===== config.mk =====
export PLATFORM = sky130hd
export DESIGN_NAME = lz4_sequence_encoder
export DESIGN_NICKNAME = d
export VERILOG_FILES = /design/src/rtl/lz4_pkg.sv /design/src/rtl/lz4_sequence_encoder_len_ext.sv /design/src/rtl/lz4_sequence_encoder.sv
export SDC_FILE = /design/constraint.sdc
export NUM_CORES = 1
export LEC_CHECK = 0
export CAP_MARGIN = 20
export CORE_ASPECT_RATIO = 0.6
export CORE_MARGIN = 2
export CORE_UTILIZATION = 35
export CTS_BUF_LIST = sky130_fd_sc_hd__clkbuf_4 sky130_fd_sc_hd__clkbuf_8
export CTS_CLUSTER_DIAMETER = 200
export DETAILED_ROUTE_END_ITERATION = 7
export PLACE_DENSITY = 0.55
export SYNTH_ARGS = -nofsm -noshare
export SYNTH_HDL_FRONTEND = slang
export SYNTH_HIERARCHICAL = 1
export SYNTH_SLANG_ARGS = --single-unit

===== constraint.sdc =====
create_clock -name clk -period 6.47 [get_ports clk]
set_input_delay 0.647 -clock clk [delete_from_list [all_inputs] [get_ports clk]]
set_output_delay 0.647 -clock clk [all_outputs]
set_load 0.03 [all_outputs]

===== src/rtl/lz4_pkg.sv =====
// Shared constants, FSM state type and token helpers for the LZ4 sequence encoder.
package lz4_pkg;

  localparam int unsigned LZ4_MIN_MATCH = 4;
  localparam int unsigned NIBBLE_MAX    = 15;
  localparam int unsigned EXT_BYTE      = 255;

  localparam int unsigned TOKEN_LIT_MSB   = 7;
  localparam int unsigned TOKEN_LIT_LSB   = 4;
  localparam int unsigned TOKEN_MATCH_MSB = 3;
  localparam int unsigned TOKEN_MATCH_LSB = 0;

  typedef enum logic [2:0] {
    S_IDLE,
    S_TOKEN,
    S_LIT_EXT,
    S_LIT,
    S_OFF_LO,
    S_OFF_HI,
    S_ML_EXT,
    S_FLUSH
  } state_t;

  function automatic logic [3:0] sat_nibble(input logic [31:0] v);
    return (v >= NIBBLE_MAX) ? 4'(NIBBLE_MAX) : v[3:0];
  endfunction

endpackage


===== src/rtl/lz4_sequence_encoder_len_ext.sv =====
// Length-extension byte generator: emits 0xFF runs then the remainder byte.
module lz4_len_ext
  import lz4_pkg::*;
#(
  parameter int unsigned len_size = 16
) (
  input  logic                clk,
  input  logic                reset,
  input  logic                load,
  input  logic [len_size-1:0] rem_in,
  input  logic                advance,
  output logic [7:0]          ext_byte,
  output logic                is_final
);

  logic [len_size-1:0] rem;

  always_ff @(posedge clk or posedge reset) begin
    if (reset) begin
      rem <= '0;
    end else if (load) begin
      rem <= rem_in;
    end else if (advance && !is_final) begin
      rem <= rem - len_size'(EXT_BYTE);
    end
  end

  assign is_final = (rem < len_size'(EXT_BYTE));
  assign ext_byte = is_final ? rem[7:0] : 8'(EXT_BYTE);

endmodule


===== src/rtl/lz4_sequence_encoder.sv =====
// Serialises LZ4 sequence commands plus a literal stream into the LZ4 block byte stream.
module lz4_sequence_encoder
  import lz4_pkg::*;
#(
  parameter int unsigned word_size   = 8,
  parameter int unsigned len_size    = 16,
  parameter int unsigned offset_size = 16
) (
  input  logic                   clk,
  input  logic                   reset,
  input  logic                   seq_valid,
  output logic                   seq_ready,
  input  logic [len_size-1:0]    seq_lit_len,
  input  logic [len_size-1:0]    seq_match_len,
  input  logic [offset_size-1:0] seq_offset,
  input  logic                   seq_last,
  input  logic [word_size-1:0]   lit_data,
  input  logic                   lit_valid,
  output logic                   lit_ready,
  output logic [word_size-1:0]   out_data,
  output logic                   out_valid,
  input  logic                   out_ready,
  output logic                   block_done,
  output logic                   err
);

  state_t state, state_nx;

  logic                   armed;
  logic [len_size-1:0]    ll, ml;
  logic [offset_size-1:0] off;
  logic                   last;

  logic                   load_ok, emit, cmd_fire, cmd_legal, lit_fire;
  logic [word_size-1:0]   emit_byte;
  logic                   ext_load, ext_adv, ext_final;
  logic [len_size-1:0]    ext_rem_in;
  logic [7:0]             ext_byte;

  assign load_ok   = !out_valid || out_ready;
  assign cmd_fire  = seq_valid && seq_ready;
  assign cmd_legal = seq_last ||
                     ((seq_match_len >= len_size'(LZ4_MIN_MATCH)) && (seq_offset != '0));
  assign lit_fire  = lit_valid && lit_ready;

  lz4_len_ext #(.len_size(len_size)) u_len_ext (
    .clk      (clk),
    .reset    (reset),
    .load     (ext_load),
    .rem_in   (ext_rem_in),
    .advance  (ext_adv),
    .ext_byte (ext_byte),
    .is_final (ext_final)
  );

  always_ff @(posedge clk or posedge reset) begin
    if (reset) begin
      state <= S_IDLE;
    end else begin
      state <= state_nx;
    end
  end

  always_comb begin
    state_nx = state;
    case (state)
      S_IDLE:    if (cmd_fire && cmd_legal) state_nx = S_TOKEN;
      S_TOKEN:
        if (load_ok) begin
          if (ll >= len_size'(NIBBLE_MAX)) state_nx = S_LIT_EXT;
          else if (ll == '0)               state_nx = S_OFF_LO;
          else                             state_nx = S_LIT;
        end
      S_LIT_EXT:
        if (load_ok && ext_final) state_nx = (ll == '0) ? S_OFF_LO : S_LIT;
      S_LIT:     if (lit_fire && (ll == len_size'(1))) state_nx = S_OFF_LO;
      S_OFF_LO:  if (load_ok) state_nx = S_OFF_HI;
      S_OFF_HI:
        if (load_ok) begin
          if (last)                             state_nx = S_FLUSH;
          else if (ml >= len_size'(NIBBLE_MAX)) state_nx = S_ML_EXT;
          else                                  state_nx = S_IDLE;
        end
      S_ML_EXT:  if (load_ok && ext_final) state_nx = S_IDLE;
      S_FLUSH:   if (out_valid && out_ready) state_nx = S_IDLE;
      default:   state_nx = S_IDLE;
    endcase
  end

  always_comb begin
    seq_ready  = (state == S_IDLE) && armed;
    lit_ready  = 1'b0;
    emit       = 1'b0;
    emit_byte  = '0;
    ext_load   = 1'b0;
    ext_adv    = 1'b0;
    ext_rem_in = ll - len_size'(NIBBLE_MAX);
    block_done = 1'b0;
    case (state)
      S_TOKEN: begin
        emit      = 1'b1;
        emit_byte = {sat_nibble(32'(ll)), sat_nibble(32'(ml))};
        ext_load  = load_ok && (ll >= len_size'(NIBBLE_MAX));
      end
      S_LIT_EXT: begin
        emit      = 1'b1;
        emit_byte = ext_byte;
        ext_adv   = load_ok;
      end
      S_LIT: begin
        lit_ready = load_ok;
        emit      = lit_valid;
        emit_byte = lit_data;
      end
      S_OFF_LO: begin
        emit      = 1'b1;
        emit_byte = last ? '0 : off[7:0];
      end
      S_OFF_HI: begin
        emit       = 1'b1;
        emit_byte  = last ? '0 : off[15:8];
        ext_load   = load_ok && !last && (ml >= len_size'(NIBBLE_MAX));
        ext_rem_in = ml - len_size'(NIBBLE_MAX);
      end
      S_ML_EXT: begin
        emit      = 1'b1;
        emit_byte = ext_byte;
        ext_adv   = load_ok;
      end
      S_FLUSH:   block_done = out_valid && out_ready;
      default: ;
    endcase
  end

  // armed holds seq_ready low for the first cycle out of reset
  always_ff @(posedge clk or posedge reset) begin
    if (reset) begin
      armed     <= 1'b0;
      ll        <= '0;
      ml        <= '0;
      off       <= '0;
      last      <= 1'b0;
      err       <= 1'b0;
      out_data  <= '0;
      out_valid <= 1'b0;
    end else begin
      armed <= 1'b1;
      if (cmd_fire) begin
        if (cmd_legal) begin
          ll   <= seq_lit_len;
          ml   <= seq_last ? '0 : seq_match_len - len_size'(LZ4_MIN_MATCH);
          off  <= seq_offset;
          last <= seq_last;
        end else begin
          err <= 1'b1;
        end
      end
      if (lit_fire) ll <= ll - len_size'(1);
      if (emit && load_ok) begin
        out_data  <= emit_byte;
        out_valid <= 1'b1;
      end else if (out_ready) begin
        out_valid <= 1'b0;
      end
    end
  end

endmodule


After elaboration in Yosys (flattened, before gate mapping)
Cells that the tools add are included.
{ "word_totals": {"memories": 0, "reg_bits": 79, "latch_bits": 0, "out_inout_bits": 13, "mem_bits_ro": 0, "ram_bits": 0, "inputBits": 62, "wordCells": 102} }
{ "op_classes": {"n_reduce_logical": 31, "n_lt_le_gt_ge": 6, "bitwise_logic": 1, "mul": 0, "div": 0, "eq_ne": 16, "n_addsub": 5, "mux": 33, "n_shift": 0} }
{ "ops": {"columns": ["operator", "n"], "rows": [
  ["$mux W16", 7],
  ["$ge A16 B4 Y1 const B", 4],
  ["$pmux W8 S5", 1],
  ["$mux W3", 12],
  ["$sub A16 B4 Y16 const B", 2],
  ["$mux W8", 3],
  ["$pmux W3 S8", 1],
  ["$eq A16 B1 Y1 const B", 1],
  ["$ge A16 B3 Y1 const B", 1],
  ["$logic_not A16 Y1", 1],
  ["$lt A16 B8 Y1 const B", 1],
  ["$ne A2 B2 Y1 const B", 8],
  ["$reduce_bool A16 Y1", 1],
  ["$sub A16 B1 Y16 const B", 1],
  ["$sub A16 B3 Y16 const B", 1],
  ["$sub A16 B8 Y16 const B", 1],
  ["$logic_and A1 B1 Y1", 13],
  ["$eq A3 B3 Y1 const B", 4],
  ["$mux W4", 2],
  ["$reduce_and A8 Y1", 1],
  ["$reduce_bool A2 Y1", 4],
  ["$eq A3 B2 Y1 const B", 2],
  ["$reduce_and A2 Y1", 3],
  ["$mux W1", 5],
  ["other kinds (8)", 12]
]} }

Longest topological paths before layout
Gate-level depths: netlist of the first run.
{ "depth": {"ltp_word": 7, "mapped_depth": 10, "ltp_nobuf": 9} }

Cells and area by module
The synthesis of the first run kept the hierarchy.
{ "by_module_without_submodules": {"columns": ["module", "cells_per_inst", "seq_area_each_um2", "area_per_inst_um2", "n_inst"], "rows": [
  ["lz4_sequence_encoder", 525, 1576.5, 4270.3, 1],
  ["lz4_len_ext", 116, 400.4, 1084.8, 1]
]} }

Least setup slack after synthesis of the first run
OpenSTA, ideal clock, no wires.
{ "synth_timing": {"path_kind": "input -> register", "startpoint": "input port seq_match_len[3]", "endpoint": "register ll[12]", "n_path_buf": 2, "t_required_ns": 6.344, "cell_stages": 8, "t_arrival_ns": 2.543, "setup_slack_ns": 3.801, "setup_ns": 0.126, "cell_sequence": "inv_1 ha_1 or4b_1 buf_2 or3_4 o221a_4 buf_6 a221o_1"} }
{ "synth_via": {"elab_chain_cells": 5} }
{ "synth_rtl": {"columns": ["element", "line", "source"], "rows": [
  ["start: declaration", "lz4_sequence_encoder.sv:14", "input logic [len_size-1:0] seq_match_len,"],
  ["$ge A16 B3 Y1", "lz4_sequence_encoder.sv:43", "((seq_match_len >= len_size'(LZ4_MIN_MATCH)) && (seq_offset != '0));"],
  ["$logic_and A1 B1 Y1", "lz4_sequence_encoder.sv:43", null],
  ["$logic_or A1 B1 Y1", "lz4_sequence_encoder.sv:42", "assign cmd_legal = seq_last ||"],
  ["$reduce_bool A2 Y1 (no line)", null, null],
  ["$reduce_and A2 Y1 (no line)", null, null],
  ["end signal: assignment", "lz4_sequence_encoder.sv:150", "ll <= seq_lit_len;"],
  ["end signal: assignment", "lz4_sequence_encoder.sv:158", "if (lit_fire) ll <= ll - len_size'(1);"],
  ["end: declaration", "lz4_sequence_encoder.sv:30", "logic [len_size-1:0] ll, ml;"]
]} }
No other way between the ends.
A chain may end at the register's enable or synchronous reset.

Final worst setup path of the first run
{ "layout_timing": {"startpoint": "input port seq_match_len[2]", "endpoint": "register ll[2]"} }
The elaborated chain is that of the path after synthesis.

==> results of run 1 <==
[state kept, by name, summed over array words and instances (netlist names)]
| signal | flops |
|---|---|
| last | 1 |
| off | 16 |
| out_valid | 1 |
| err | 1 |
| out_data | 8 |
| ll | 16 |
| state | 3 |
| u_len_ext/rem | 16 |
| armed | 1 |
| ml | 16 |
[power groups by stage]
stage / registers, mW / clock network (mW) / logic (mW)
floorplan: 0.931 / 0 / 0.972
global route: 1.09 / 0.431 / 1.46
CTS: 1.05 / 0.410 / 1.30
finish: 1.05 / 0.401 / 1.31
detailed placement: 1.05 / 0 / 1.30
global placement: 1.04 / 0 / 1.27
[worst paths after layout]
kind                                  start                 to  slack (ps)  cells after the start
max in group asynchronous             reset              ll[1]        5020                      3
min in group asynchronous             reset   u_len_ext/rem[4]         730                      2
setup reg to reg                   state[1]  u_len_ext/rem[15]        3020                      8
setup / recovery           seq_match_len[2]              ll[2]        2650                      9
hold reg to reg                         err                err         480                      1
hold / removal                          err                err         480                      1
[metrics by stage]
stage	power [mW]	std cells	area [sq um]	util	hold slack, ps
finish	2.77	896	6420	0.436	475
global route	2.99	896	6420	0.436	490
CTS	2.76	896	6420	0.436	471
detailed placement	2.35	880	6210	0.422	445
global placement	2.31	880	6210	0.422	448
floorplan	1.90	641	5360	-	446
[final cells by class]
| type | instances | area (sq um) |
|---|---|---|
| timing repair buffer | 79 | 778 |
| multi-input combinational | 510 | 3150 |
| tap | 198 | 248 |
| fill | 1499 | 8300 |
| sequential | 79 | 1980 |
| clock inverter | 6 | 76.3 |
| clock buffer | 10 | 138 |
| inverter | 14 | 52.6 |
[placed cells by master, fill, tap and decap left out, types with 3 or more instances in the layout]
cell type,n
nor2_1,51
a31oi_1,4
o211ai_1,4
buf_4,5
or3_1,5
ha_1,7
nor3b_1,4
dfrtp_1,79
nand2b_1,11
nor2b_1,5
xnor2_1,42
mux2i_1,8
a221o_1,3
a221oi_1,5
clkbuf_8,10
a211oi_1,14
mux2_2,3
nor4_1,16
xor2_1,15
nand4_1,12
a21oi_1,20
nand2_1,119
clkdlybuf4s50_1,74
a21boi_0,6
o21ai_0,33
and3_1,6
nor3_1,25
a22oi_1,5
or4_1,5
o31ai_1,15
clkinv_4,3
nand3_1,21
inv_1,13
[critical path, stage by stage]
cell and delay, ps:
clkdlybuf4s50_1 480, inv_1 90, ha_1 200, or4b_1 560
or3_4 440, o221ai_4 840, buf_4 410, nand2_1 110
o221a_2 270
[kinds of logic (layout without fill, tap and decap cells)]
group / after synthesis / count (layout)
AND/OR/NAND/NOR: 299 / 299
AO/OA/AOI/OAI: 135 / 135
flip-flops: 79 / 79
XOR/XNOR: 57 / 57
buffers and inverters: 52 / 109
multiplexers: 11 / 11
adder cells (fa/ha/maj): 7 / 7
other: 1 / 1
[per-layer routing]
layer	up-vias	share of wire	global-route usage
met5	-	0	0
met4	0	0.0075	0.0310
met3	14	0.066	0.0442
met2	170	0.40	0.286
met1	2382	0.53	0.334
li1	2408	-	-
==> metrics.yaml, run 1 <==
status:
  outcome: "completed"
sta:
  drv_slew: 0
  fin_worst_skew_ps: 11.7
  fin_ws_ps: 2650
  layout_worst_path_cycle_share: 0.590
  slew_headroom: 0.283
  tightest_slew_ps: 1070
  fin_tns_setup_ps: 0
  rsz0062_at_grt: "no"
  hold_violations: 0
  fin_crit_ps: 3820
  setup_viol: 0
  max_freq_ghz: 0.262
floorplan:
  die_h_um: 99.8
  dieArea_sq_mm: 0.0163
  num_rows: 34
  start_util: 0.364
  core_sq_mm: 0.0147
  die_w_um: 164
  ioPinCount: 75
pwr:
  p_clk_frac: 0.145
  irDropWorstVdd_uv: 165
  power.density_mw_per_mm2: 430
  switchingPower_mw: 1.30
  seqPwrFrac: 0.381
  p_int_mw: 1.47
  p_leak_nw: 2.51
  swShare: 0.468
  pwr-share-comb: 0.474
worst_setup_path:
  required_ps: 6720
  crit_type: "in -> reg"
  start_kind: "primary input"
  endpoint_kind: "flip-flop"
  cp.arrival_ps: 4070
  cp_max_fo: 42
clock_network:
  clock-root-buffer: "clkbuf_8"
  cts_tree: "done"
  ctsHoldBuffers: 0
  h-tree-depth: 3
  cts_resized: 0
  cts_setup_buffers: 0
  cts_buffers: 9
  cts.sinks: 79
  clk-insertion-delay-late_ps: 370
  clk_path_buf_depth: 2
  path_clk_slew_ps: 90
synth:
  synth_top_family_by_area: "simple AND/OR/NAND/NOR gates"
  syn_inst: 641
  async_flop_share: 1.00
  synth_xor_area_frac: 0.0932
  syn_area_per_cell_sq_um: 8.35
  synth_edf_count: 0
  synth.most_common_cell: "nand2_1"
  synth-simple-area-share: 0.273
  yosys-top-cells-area: "dfrtp_1 (37%), nand2_1 (8.3%), xnor2_1 (6.9%), nor2_1 (3.6%), o21ai_0 (3.1%)"
  synthMuxAreaShare: 0.0213
  ys_top_cells_by_count: "nand2_1 (119), dfrtp_1 (79), nor2_1 (51), xnor2_1 (42), o21ai_0 (33)"
  syn_area_sq_mm: 0.00536
  yosysWarnings: 6
  synthFlopType: "dfrtp_1"
  synth_cell_type_count: 70
  synth_compound_area_frac: 0.185
  syn_nets: 710
  synth_top_area_share: 0.369
  synth_adder_area_share: 0.0164
  post-synth-top-area-cell: "dfrtp_1"
  ys_seq_area_frac: 0.369
  ys_ff_latch: 79
detailed_routing:
  drtIter0Drc: 384
  drc: 0
  detail-route-antenna-nets: 0
  totalWireLength_um: 16400
  viasPerCell: 5.55
  dr.pass1.iters: 5
  routedWlPerCell_um: 18.3
  vias: 4974
cells_and_area:
  area_growth_pct: 20.0
  nNetsFinal: 762
  num_antenna_cells: 0
  drive_above_1_share: 0.0602
global_routing:
  grt_max_degree: 64
  track_usage: 0.208
  gr-total-overflow: 0
  grt_pass1_vias: 4835
  antenna_found_initial: 0
  grt_pass1_wl_um: 26400
placed_design:
  hpwl_um: 12400
  routabilityCongestion: 0.867
  place_ws_ps: 2240
  io_buffer_count: 74
worst_hold_path:
  min_path_type: "reg -> reg"
run:
  maxCapViolations: 0
No activity file was read; power rests on OpenSTA's default activity.
==> run 2: changes to the inputs <==
==> constraint.sdc (replaced) <==
create_clock -name clk -period 3.85 [get_ports clk]
set_input_delay 0.385 -clock clk [delete_from_list [all_inputs] [get_ports clk]]
set_output_delay 0.385 -clock clk [all_outputs]
set_load 0.03 [all_outputs]
==> run 2 against run 1 <==
Net effect:
- combinational power up 69%
- via count up 1.7%
- global-route usage hardly changed
- count of clock-buffer cells in the layout did not move
- non-clock buffer count is 7 higher
- sequential power increased by 68%
- total power up 70%
- wire length is 0.74% lower
- clock power grew 81%
- critical path depth is 1 lower
- design area rose by 1.1%
- largest cell class unchanged
==> metrics.yaml, run 2 (synthesized netlist as in run 1, its figures left out) <==
detailed_routing:
  vias: 5057  # was 4,974
  drc: 0  # unchanged
  totalWireLength_um: 16300  # was 16,400 um
  viasPerCell: 5.60  # was 5.55
  detail-route-antenna-nets: 0  # unchanged
  dr.pass1.iters: 5  # unchanged
  routedWlPerCell_um: 18.0  # was 18.3 um
  drtIter0Drc: 414  # was 384
pwr:
  p_leak_nw: 2.54  # was 2.51 nW
  irDropWorstVdd_uv: 268  # was 165 uV
  p_total_mw: 4.70  # was 2.77 mW
  power.density_mw_per_mm2: 723  # was 430 mW/mm^2
clock_network:
  cts_setup_buffers: 0  # unchanged
  cts_buffers: 9  # unchanged
  ctsHoldBuffers: 0  # unchanged
  h-tree-depth: 3  # unchanged
  clk-insertion-delay-late_ps: 360  # was 370 ps
  clock-root-buffer: "clkbuf_8"  # unchanged
  cts_tree: "done"  # unchanged
  cts_resized: 0  # unchanged
  cts.sinks: 79  # unchanged
  path_clk_slew_ps: 90  # about the same
  clk_path_buf_depth: 2  # unchanged
worst_hold_path:
  min_path_type: "in -> async"  # was reg -> reg
sta:
  max_freq_ghz: 0.333
  fin_worst_skew_ps: 11.2  # was 11.7 ps
  slew_headroom: 0.340  # was 0.283
  hold_violations: 0  # unchanged
  fin_tns_setup_ps: 0  # unchanged
  tightest_slew_ps: 986  # was 1070 ps
  setup_viol: 0  # unchanged
  fin_ws_ps: 845  # was 2650 ps
  fin_crit_ps: 3010
  layout_worst_path_cycle_share: 0.781
  drv_slew: 0  # unchanged
  rsz0062_at_grt: "no"  # unchanged
global_routing:
  grt_pass1_vias: 4887  # was 4,835
  grt_pass1_wl_um: 26500  # was 26,400 um
  antenna_found_initial: 0  # unchanged
  grt_max_degree: 64  # unchanged
  gr-total-overflow: 0  # unchanged
  track_usage: 0.209  # was 0.208
worst_setup_path:
  cp.arrival_ps: 3250  # was 4070 ps
  start_kind: "flip-flop"  # was primary input
  rr_worst_depth: 8  # unchanged
  r2r-start: "state[0]"  # was state[1]
  required_ps: 4090  # was 6720 ps
  cp_max_fo: 16  # was 42
  crit_type: "reg -> reg"  # was in -> reg
  r2r_slack_ps: 840  # was 3020 ps
  endpoint_kind: "flip-flop"  # unchanged
  timing.rr.end: "u_len_ext/rem[15]"  # unchanged
floorplan:
  die_w_um: 164  # unchanged
  ioPinCount: 75  # unchanged
  num_rows: 34  # unchanged
  core_sq_mm: 0.0147  # unchanged
  dieArea_sq_mm: 0.0163  # unchanged
  die_h_um: 99.8  # unchanged
  start_util: 0.364  # unchanged
cells_and_area:
  num_antenna_cells: 0  # unchanged
  fillers: 1475  # was 1,499
  final-instance-count-excl-fill: 903  # was 896
  final_util: 0.441  # was 0.436
  drive_above_1_share: 0.0695  # was 0.0602
  area_growth_pct: 21.2  # was 20.0%
  layout_common_cells: "nand2_1 (119), dfrtp_1 (79), clkdlybuf4s50_1 (74), nor2_1 (51), xnor2_1 (42)"  # unchanged
  nNetsFinal: 769  # was 762
  final_common_cell: "nand2_1"  # unchanged
placed_design:
  hpwl_um: 12400  # about the same
  io_buffer_count: 74  # unchanged
  placedCellCount: 887  # was 880
  routabilityCongestion: 0.880  # was 0.867
  place_ws_ps: 547  # was 2240 ps
status:
  outcome: "completed"  # unchanged
run:
  maxCapViolations: 0  # unchanged
==> run 2: cell types whose count changed in the layout (fill, tap and decap cells not counted), sizes merged <==
| cell | delta |
|---|---|
| inv | -1 |
| clkinv | -2 |
| clkinvlp | +2 |
| bufinv | +1 |
| buf | +7 |
==> run 2: worst max-delay path by stage <==
stage | start | to | slack, ps
floorplan | ll[6] | u_len_ext/rem[1] | 1360
finish | state[0] | u_len_ext/rem[15] | 840
CTS | state[0] | u_len_ext/rem[15] | 940
global route | state[0] | u_len_ext/rem[15] | 660
global placement | seq_match_len[2] | state[0] | 610
detailed placement | seq_match_len[2] | state[0] | 550
==> run 2: layer usage <==
metal,track usage,wire length (um),vias to the layer above
met4,0.0317,120,0
met2,0.291,6440,183
met3,0.0545,1270,15
li1,-,-,2413
met5,0,0,-
met1,0.325,8460,2446
==> run 2: power breakdown <==
group	internal [mW]	total [mW]	leakage (nW)	switching [mW]
registers	1.19	1.76	0.972	0.563
logic	0.960	2.21	1.46	1.25
clock network	0.387	0.727	0.109	0.340
==> run 2: cell type report <==
cell class | instances | area [sq um] | share of cell area
multi-input combinational | 510 | 3150 | 0.486
sequential | 79 | 1980 | 0.304
timing repair buffer | 86 | 831 | 0.128
tap | 198 | 248 | 0.0382
clock buffer | 10 | 138 | 0.0212
clock inverter | 6 | 92.6 | 0.0143
inverter | 14 | 52.6 | 0.00809
==> run 2: worst max-delay path, cell delays in order (launching register included) <==
cell	delay [ps]
dfrtp_1	570
inv_1	300
nand2_1	140
nor2_1	460
inv_1	250
or4_1	490
a2111oi_4	330
nor3b_1	90
a221o_1	270
==> run 2: per-stage QoR <==
stage | cell area (sq um) | hold WS, ps
floorplan | 5360 | 299
global placement | 6260 | 447
detailed placement | 6260 | 447
CTS | 6490 | 472
global route | 6490 | 492
finish | 6490 | 452
